$ cat src/rtl/axi_txn_arbiter_if.sv
// Control bundle between the requester blocks, the arbiter and the shared AXI transaction engine.
// The master modport is the arbiter side; slave is the requesters/engine side.
interface axi_txn_arbiter_if #(
    parameter int unsigned N_REQ  = 3,
    parameter int unsigned ADDR_W = 32
);
    logic [N_REQ-1:0]        REQ;
    logic [N_REQ*ADDR_W-1:0] REQ_ADDR;
    logic [N_REQ-1:0]        GNT;
    logic [N_REQ-1:0]        REQ_DONE;
    logic [N_REQ-1:0]        REQ_ERROR;
    logic                    M_INIT_AXI_TXN;
    logic [ADDR_W-1:0]       M_TXN_BASE_ADDR;
    logic                    M_TXN_DONE;
    logic                    M_ERROR;
    logic                    BUSY;

    modport master (
        input  REQ, REQ_ADDR, M_TXN_DONE, M_ERROR,
        output GNT, REQ_DONE, REQ_ERROR, M_INIT_AXI_TXN, M_TXN_BASE_ADDR, BUSY
    );

    modport slave (
        output REQ, REQ_ADDR, M_TXN_DONE, M_ERROR,
        input  GNT, REQ_DONE, REQ_ERROR, M_INIT_AXI_TXN, M_TXN_BASE_ADDR, BUSY
    );
endinterface

$ cat src/rtl/axi_txn_arbiter.sv
// Round-robin arbiter sharing one AXI transaction engine between N_REQ requesters.
// Define AXI_TXN_ARB_TIMEOUT_EN to add the WAIT-state watchdog and the TIMEOUT output.
module axi_txn_arbiter #(
    parameter int unsigned N_REQ          = 3,
    parameter int unsigned ADDR_W         = 32,
    parameter int unsigned TIMEOUT_CYCLES = 1024
) (
    input  logic ACLK,
    input  logic ARESET,
`ifdef AXI_TXN_ARB_TIMEOUT_EN
    output logic TIMEOUT,
`endif
    axi_txn_arbiter_if.master txn_io
);
    localparam int unsigned IdxW = $clog2(N_REQ);

    if (N_REQ < 2 || N_REQ > 8 || TIMEOUT_CYCLES < 2) begin : g_bad_param
        $error("axi_txn_arbiter: parameter out of range");
    end

    typedef enum logic [1:0] {StIdle, StLaunch, StWait, StResp} state_e;

    state_e              state_q, state_d;
    logic [N_REQ-1:0]    gnt_q, gnt_d;
    logic [N_REQ-1:0]    done_pls_q, done_pls_d;
    logic [N_REQ-1:0]    err_pls_q, err_pls_d;
    logic [IdxW-1:0]     gidx_q, gidx_d;
    logic [IdxW-1:0]     rr_ptr_q, rr_ptr_d;
    logic [ADDR_W-1:0]   addr_q, addr_d;
    logic                init_q, init_d;
    logic                busy_q, busy_d;
    logic                done_q;
    logic                done_evt;

    logic                pick_vld;
    logic [IdxW-1:0]     pick_idx;
    logic [ADDR_W-1:0]   pick_addr;
    int unsigned         cand;

`ifdef AXI_TXN_ARB_TIMEOUT_EN
    localparam int unsigned CntW = $clog2(TIMEOUT_CYCLES);
    logic [CntW-1:0] cnt_q, cnt_d;
    logic            to_q, to_d;
`endif

    // Rising edge only, so a done level left high by the previous transaction is not a completion.
    assign done_evt = txn_io.M_TXN_DONE & ~done_q;

    always_comb begin
        pick_vld  = 1'b0;
        pick_idx  = '0;
        pick_addr = '0;
        cand      = 0;
        for (int unsigned i = 0; i < N_REQ; i++) begin
            cand = (32'(rr_ptr_q) + i) % N_REQ;
            if (!pick_vld && txn_io.REQ[cand[IdxW-1:0]]) begin
                pick_vld = 1'b1;
                pick_idx = cand[IdxW-1:0];
            end
        end
        for (int unsigned i = 0; i < N_REQ; i++) begin
            if (pick_idx == IdxW'(i)) begin
                pick_addr = txn_io.REQ_ADDR[i*ADDR_W +: ADDR_W];
            end
        end
    end

    always_comb begin
        state_d    = state_q;
        gnt_d      = gnt_q;
        gidx_d     = gidx_q;
        addr_d     = addr_q;
        rr_ptr_d   = rr_ptr_q;
        init_d     = 1'b0;
        done_pls_d = '0;
        err_pls_d  = '0;
`ifdef AXI_TXN_ARB_TIMEOUT_EN
        cnt_d      = cnt_q;
        to_d       = 1'b0;
`endif
        unique case (state_q)
            StIdle: begin
                if (pick_vld) begin
                    gnt_d   = N_REQ'(1) << pick_idx;
                    gidx_d  = pick_idx;
                    addr_d  = pick_addr;
                    init_d  = 1'b1;
                    state_d = StLaunch;
                end
            end
            StLaunch: begin
`ifdef AXI_TXN_ARB_TIMEOUT_EN
                cnt_d   = '0;
`endif
                state_d = StWait;
            end
            StWait: begin
                if (done_evt) begin
                    done_pls_d = gnt_q;
                    err_pls_d  = gnt_q & {N_REQ{txn_io.M_ERROR}};
                    state_d    = StResp;
                end
`ifdef AXI_TXN_ARB_TIMEOUT_EN
                else if (cnt_q == CntW'(TIMEOUT_CYCLES - 1)) begin
                    done_pls_d = gnt_q;
                    err_pls_d  = gnt_q;
                    to_d       = 1'b1;
                    state_d    = StResp;
                end else begin
                    cnt_d = cnt_q + 1'b1;
                end
`endif
            end
            StResp: begin
                gnt_d    = '0;
                rr_ptr_d = (gidx_q == IdxW'(N_REQ - 1)) ? '0 : gidx_q + 1'b1;
                state_d  = StIdle;
            end
            default: state_d = StIdle;
        endcase
        busy_d = (state_d != StIdle);
    end

    always_ff @(posedge ACLK) begin
        if (ARESET) begin
            state_q    <= StIdle;
            gnt_q      <= '0;
            done_pls_q <= '0;
            err_pls_q  <= '0;
            gidx_q     <= '0;
            rr_ptr_q   <= '0;
            addr_q     <= '0;
            init_q     <= 1'b0;
            busy_q     <= 1'b0;
            done_q     <= 1'b0;
`ifdef AXI_TXN_ARB_TIMEOUT_EN
            cnt_q      <= '0;
            to_q       <= 1'b0;
`endif
        end else begin
            state_q    <= state_d;
            gnt_q      <= gnt_d;
            done_pls_q <= done_pls_d;
            err_pls_q  <= err_pls_d;
            gidx_q     <= gidx_d;
            rr_ptr_q   <= rr_ptr_d;
            addr_q     <= addr_d;
            init_q     <= init_d;
            busy_q     <= busy_d;
            done_q     <= txn_io.M_TXN_DONE;
`ifdef AXI_TXN_ARB_TIMEOUT_EN
            cnt_q      <= cnt_d;
            to_q       <= to_d;
`endif
        end
    end

    assign txn_io.GNT             = gnt_q;
    assign txn_io.REQ_DONE        = done_pls_q;
    assign txn_io.REQ_ERROR       = err_pls_q;
    assign txn_io.M_INIT_AXI_TXN  = init_q;
    assign txn_io.M_TXN_BASE_ADDR = addr_q;
    assign txn_io.BUSY            = busy_q;
`ifdef AXI_TXN_ARB_TIMEOUT_EN
    assign TIMEOUT                = to_q;
`endif
endmodule
$ cat src/flat_wrapper.sv
// flat-port wrapper written by rule: the top's interface ports become plain ports
module axi_txn_arbiter_flat 
#(
    parameter int unsigned N_REQ          = 3,
    parameter int unsigned ADDR_W         = 32,
    parameter int unsigned TIMEOUT_CYCLES = 1024
)
  (ACLK, ARESET, txn_io_REQ, txn_io_REQ_ADDR, txn_io_M_TXN_DONE, txn_io_M_ERROR, txn_io_GNT, txn_io_REQ_DONE, txn_io_REQ_ERROR, txn_io_M_INIT_AXI_TXN, txn_io_M_TXN_BASE_ADDR, txn_io_BUSY);
  axi_txn_arbiter_if #(.N_REQ(N_REQ), .ADDR_W(ADDR_W)) txn_io_i ();
  input  logic ACLK;
  input  logic ARESET;
  input wire logic [$bits(txn_io_i.REQ)-1:0] txn_io_REQ;
  input wire logic [$bits(txn_io_i.REQ_ADDR)-1:0] txn_io_REQ_ADDR;
  input wire logic [$bits(txn_io_i.M_TXN_DONE)-1:0] txn_io_M_TXN_DONE;
  input wire logic [$bits(txn_io_i.M_ERROR)-1:0] txn_io_M_ERROR;
  output wire logic [$bits(txn_io_i.GNT)-1:0] txn_io_GNT;
  output wire logic [$bits(txn_io_i.REQ_DONE)-1:0] txn_io_REQ_DONE;
  output wire logic [$bits(txn_io_i.REQ_ERROR)-1:0] txn_io_REQ_ERROR;
  output wire logic [$bits(txn_io_i.M_INIT_AXI_TXN)-1:0] txn_io_M_INIT_AXI_TXN;
  output wire logic [$bits(txn_io_i.M_TXN_BASE_ADDR)-1:0] txn_io_M_TXN_BASE_ADDR;
  output wire logic [$bits(txn_io_i.BUSY)-1:0] txn_io_BUSY;
  assign txn_io_i.REQ = txn_io_REQ;
  assign txn_io_i.REQ_ADDR = txn_io_REQ_ADDR;
  assign txn_io_i.M_TXN_DONE = txn_io_M_TXN_DONE;
  assign txn_io_i.M_ERROR = txn_io_M_ERROR;
  assign txn_io_GNT = txn_io_i.GNT;
  assign txn_io_REQ_DONE = txn_io_i.REQ_DONE;
  assign txn_io_REQ_ERROR = txn_io_i.REQ_ERROR;
  assign txn_io_M_INIT_AXI_TXN = txn_io_i.M_INIT_AXI_TXN;
  assign txn_io_M_TXN_BASE_ADDR = txn_io_i.M_TXN_BASE_ADDR;
  assign txn_io_BUSY = txn_io_i.BUSY;
  axi_txn_arbiter #(.N_REQ(N_REQ), .ADDR_W(ADDR_W), .TIMEOUT_CYCLES(TIMEOUT_CYCLES)) u_core (.ACLK(ACLK), .ARESET(ARESET), .txn_io(txn_io_i));
endmodule
$ cat config.mk
export PLATFORM = sky130hd
export DESIGN_NAME = axi_txn_arbiter_flat
export DESIGN_NICKNAME = d
export VERILOG_FILES = /design/src/rtl/axi_txn_arbiter_if.sv /design/src/rtl/axi_txn_arbiter.sv /design/src/flat_wrapper.sv
export SDC_FILE = /design/constraint.sdc
export NUM_CORES = 1
export LEC_CHECK = 0
export ABC_AREA = 1
export CORE_ASPECT_RATIO = 1.2
export CORE_MARGIN = 2
export CORE_UTILIZATION = 25
export CTS_CLUSTER_SIZE = 8
export DETAILED_ROUTE_END_ITERATION = 7
export GPL_TIMING_DRIVEN = 1
export MAX_ROUTING_LAYER = met4
export PLACE_DENSITY_LB_ADDON = 0.25
export SLEW_MARGIN = 10
export SYNTH_ARGS = -nofsm -noshare
export SYNTH_HDL_FRONTEND = slang
export SYNTH_SLANG_ARGS = --single-unit
$ cat constraint.sdc
create_clock -name ACLK -period 2.95 [get_ports ACLK]
set_clock_uncertainty 0.2 [all_clocks]
set_input_delay 0.295 -clock ACLK [delete_from_list [all_inputs] [get_ports ACLK]]
set_output_delay 0.295 -clock ACLK [all_outputs]
set_load 0.02 [all_outputs]
---- Word level (Yosys, flattened, before mapping) ----
Index checks and enable logic that the tools add are counted.
word-level totals
  register bits ........................... 50
  bits of input ports ..................... 103
  output and inout port bits .............. 43
  word-level logic and storage cells ...... 67
operators by class
  add/subtract/negate cells ............... 3
  div/mod/pow operators ................... 3
  $lt $le $gt $ge ......................... 3
  eq/ne operators ......................... 7
  shift operators ......................... 1
  multiplexer cells ....................... 22
  bitwise operators ....................... 6
  reductions and logical operators ........ 12
operators by type and width
  operator                 count
  $mux W32                 3
  $mod A32 B2 Y32 const B  2
  $mod A2 B2 Y32 const B   1
  $mux W2                  6
  $lt A2 B3 Y1 const B     3
  $eq A2 B2 Y1 const B     4
  $pmux W2 S4              1
  $mux W1                  7
  $bmux W1 S2              3
  $pmux W3 S2              1
  $eq A2 B1 Y1 const B     2
  $logic_not A2 Y1         2
  $not A1 Y1               4
  $reduce_and A2 Y1        2
  $reduce_bool A2 Y1       2
  $add A2 B1 Y3 const B    1
  $add A2 B2 Y3 const B    1
  $and A3 B3 Y3            1
  $mux W3                  1
  $reduce_or A3 Y1         1
  $shl A1 B2 Y3 const A    1
  $add A2 B1 Y2 const B    1
  $logic_and A1 B1 Y1      2
  $logic_not A1 Y1         2
  other kinds (3)          3

---- Depth between registers and ports, before layout ----
  depth after elaboration ................. 14
  mapped depth ............................ 15
  gate-level depth less buffers ........... 14

---- Worst setup path after synthesis ----
No wires, ideal clock.
  path type ............................... reg-to-reg
  from .................................... register u_core.rr_ptr_q[0]
  to ...................................... register u_core.addr_q[14], in the netlist u_core.txn_io.M_TXN_BASE_ADDR[14]
  library setup time ...................... 0.132 ns
  arrival ................................. 1.759 ns
  required time ........................... 2.618 ns
  setup slack ............................. 0.859 ns
  cell stages (with the launch flop) ...... 13
  path buffers ............................ 1
  period minus slack after synthesis ...... 2.091 ns
  path through ............................ dfxtp_1 -> inv_1 -> ha_1 -> inv_2 -> nand2_1 -> nand2_2 -> a21oi_4 -> nand4_2 -> nand2_2 -> clkbuf_1 -> a21oi_1 -> nand2_1 -> a21oi_1
between the ends
  word-level cells in the longest chain between the ends .. 14
  elaborated cells on any way between the ends .. 28
  those cells by class .................... add/sub (2); div (3); eq/ne (2); mux (15); reduce/logical (6)
ends and longest elaborated chain
  item                                                      RTL line                RTL
  start, declared                                           axi_txn_arbiter.sv:28   logic [IdxW-1:0] rr_ptr_q, rr_ptr_d;
  start signal, assigned                                    axi_txn_arbiter.sv:146  rr_ptr_q <= rr_ptr_d;
  branches (longest 14 deep; another with $mod A32 B2 Y32)  -
  end signal, assigned                                      axi_txn_arbiter.sv:147  addr_q <= addr_d;
  end, declared                                             axi_txn_arbiter.sv:29   logic [ADDR_W-1:0] addr_q, addr_d;
Parallel ways; which one is timed is not known. The select of a mux whose other input is x is not followed.
A chain may end at the register's enable or synchronous reset.

---- Worst setup path after layout ----
  from .................................... register u_core.rr_ptr_q[0]
  to ...................................... register u_core.addr_q[7], in the netlist u_core.txn_io.M_TXN_BASE_ADDR[7]
Same word-level chain as after synthesis.

==> impl_results.md <==
* Maximum fanout along the worst path at 36
* DR iter-0 viols at 100
* Count of buffers from port buffering at 145
* Gr usage total at 15.8%
* Detail Placement HPWL at 6.78 mm
* Layout area overhead at 59.6%
* Final ANT Viol Nets at 0
* Post-synth top area cell: dfxtp_1
* Netlist Area Pre-Place at 2810 µm²
* Hold-fix buffers, CTS at 0
* Final slew viol count at 0
* Setup TNS at 0 ps
* Cells along the critical path: inv_1 > ha_1 > inv_2 > nand2_1 > nand2_2 > a21oi_4 > nand4_1 > nand2_1 > inv_2 > or2_2 > nand2_1 > a21oi_1
* Syn_nets at 540
* Flops & latches, synth at 50
* Status: complete, no violations
* Worst EP arrival at 2510 ps
* Final Setup Violations at 0
* Vias per cell at 4.59
* Number of synthesized flops with an enable pin at 0
* Worst-margin pin slew at 637 ps
* Int Pwr at 1.96 mW
* Sequential-to-total area share from yosys stat at 35.6%
* Die ar. at 12100 µm²
* Clock root buffer: clkbuf_16
* WL final at 9.32 mm
* IO Pins at 146
* Clock sinks at 50
* Crit start category: flop
* Wire length of the first global-routing pass at 15.0 mm
* Vias in the first global route at 3173
* DP Cell Count at 689
* CP endpoint kind: flop
* Distinct cells, synth at 25
* Peak supply drop at 0.297 mV
* Gr ovfl total at 0
* Commonest cells post-synth: nand2_1 (115), nand3_1 (66), a21oi_1 (54), dfxtp_1 (50), inv_1 (48)
* Fillers at 1139
* Switching pwr at 1.35 mW
* ANT cells at 0
* Hold/Removal Path Class: reg -> reg
* CP delay by family, top: simple AND/OR/NAND/NOR gates
* Crit path buffers/inverters at 3
* Synth async-reset ratio at 0%
* Final period util at 86.4%
* Register Area at 1000 µm²
* Reg power frac at 30.1%
* Die Ht at 120 µm
* TritonRoute pass-1 iters at 4
* H-tree Lvls at 2
* Num CTS Buffers at 5
* Final hold vios at 0
* Clk pwr share at 16.6%
* Reg2Reg Setup Slack at 400 ps
* Unrepaired setup endpoints after global routing: false
* GP Congestion at 0.871
* # rows at 42
* Syn Inst Count at 430
* Combinational power share at 53.3%
* Via Count at 3198
* Synth area leaders: dfxtp_1 (36%), nand2_1 (15%), nand3_1 (12%)
* Initial Util at 25.6%
* Max Buffers Root-to-Sink at 2
* Slowest stage delay, CP at 400 ps
* Clock slew at reported path FFs at 60 ps
* Area taken by multi-input logic gates at 1480 µm²
* Fmax at 392 MHz
* Max cap viols at 0
* Final Net Count at 674
* Core area at 11000 µm²
* CTS tree: yes
* Pleak at 1.94 nW
* Worst slew margin at 57.5%
* Syn Area/Cell at 6.54 µm²
* Top cell type's share of synthesized area at 35.6%
* Layout cells sized above 1 at 5.14%
* Setup bufs post-CTS at 0
* Initial antenna violation count at 0
* Clock latency on the worst-skew pair at 280 ps
* Final min period at 2550 ps
* Warnings from Yosys at 0
* Critical Path RT at 2910 ps
* Total chip power at 3.31 mW
* Chip width at 101 µm
* # resized after CTS at 0
* CP max-delay cell: ha_1
* Sw Share at 40.9%
* CP dominant cell by count: nand2_1
* Final cell count without fillers at 696
* DRC at 0
* Predominant post-synthesis flop cell: dfxtp_1
* Pwr/cell area at 738 nW/µm²
* Most common cell in the netlist: nand2_1
* Routed WL per cell at 13.4 µm
* Largest net degree at the start of global routing at 48
* CP Class: reg -> reg
flip-flops by register name (all words and copies together), names as in the netlist:
signal,flops
u_core.gidx_q,2
u_core.txn_io.M_TXN_BASE_ADDR,32
u_core.done_q,1
u_core.txn_io.REQ_ERROR,3
u_core.txn_io.REQ_DONE,3
u_core.txn_io.M_INIT_AXI_TXN,1
u_core.txn_io.BUSY,1
u_core.rr_ptr_q,2
u_core.state_q,2
u_core.txn_io.GNT,3
power by group through the flow:
stage	sequential, mW	clock [mW]	combinational [mW]
floorplan	1.21	0	0.890
global placement	1.01	0	1.76
detailed placement	1.01	0	1.78
CTS	0.999	0.578	1.78
global route	1.03	0.609	1.95
finish	0.998	0.549	1.76
worst paths after layout:
path | startpoint | end | cells after the start
min | u_core.txn_io.M_TXN_BASE_ADDR[16] | u_core.txn_io.M_TXN_BASE_ADDR[16] | 2
min reg2reg | u_core.txn_io.M_TXN_BASE_ADDR[16] | u_core.txn_io.M_TXN_BASE_ADDR[16] | 2
max | u_core.rr_ptr_q[0] | u_core.txn_io.M_TXN_BASE_ADDR[7] | 12
max reg2reg | u_core.rr_ptr_q[0] | u_core.txn_io.M_TXN_BASE_ADDR[7] | 12
tightest hold or removal path, cell delays in order (launching register included):
cell,delay (ps)
dfxtp_1,310
nand2_1,60
a21oi_1,60
metal layers:
metal	share of wire [%]	track usage [%]
met5	0	-
met4	1.0	3.85
met3	5.5	2.21
met2	50	27.5
met1	43	19.2
placed cells by master (no fill, tap or decap), types with 2 or more instances in the layout:
master             n
a21oi_1           54
buf_4              5
clkbuf_1           2
clkbuf_16          5
clkdlybuf4s50_1  145
dfxtp_1           50
ha_1               7
inv_1             48
inv_2              4
nand2_1          115
nand2_2            2
nand2_4            2
nand3_1           66
nand4_1            8
nor2_1            25
nor3_1             3
o21ai_0           11
or2_2              5
logic make-up after synthesis:
kind of cell / share of synthesized area (%)
AO/OA/AOI/OAI: 13.0
adder cells (fa/ha/maj): 3.12
buffers and inverters: 11.6
flip-flops: 35.6
AND/OR/NAND/NOR: 36.7
through the flow:
stage / setup WS, ps / hold WS, ps / area (µm²) / util, %
2_1_floorplan: 859 / 220 / 2810 / -
3_3_place_gp: 438 / 254 / 4350 / 39.6
3_5_place_dp: 336 / 257 / 4350 / 39.6
4_1_cts: 369 / 267 / 4490 / 40.9
5_1_grt: 145 / 291 / 4490 / 40.9
6_report: 402 / 265 / 4490 / 40.9
area by class of cell:
type	instances	area share [%]
inverters	52	4.35
flip-flops and latches	50	22.3
well taps	132	3.68
clock buffers	7	2.96
repair buffers	151	33.6
multi-input cells	304	33.1
No activity file was read; power rests on OpenSTA's default activity.
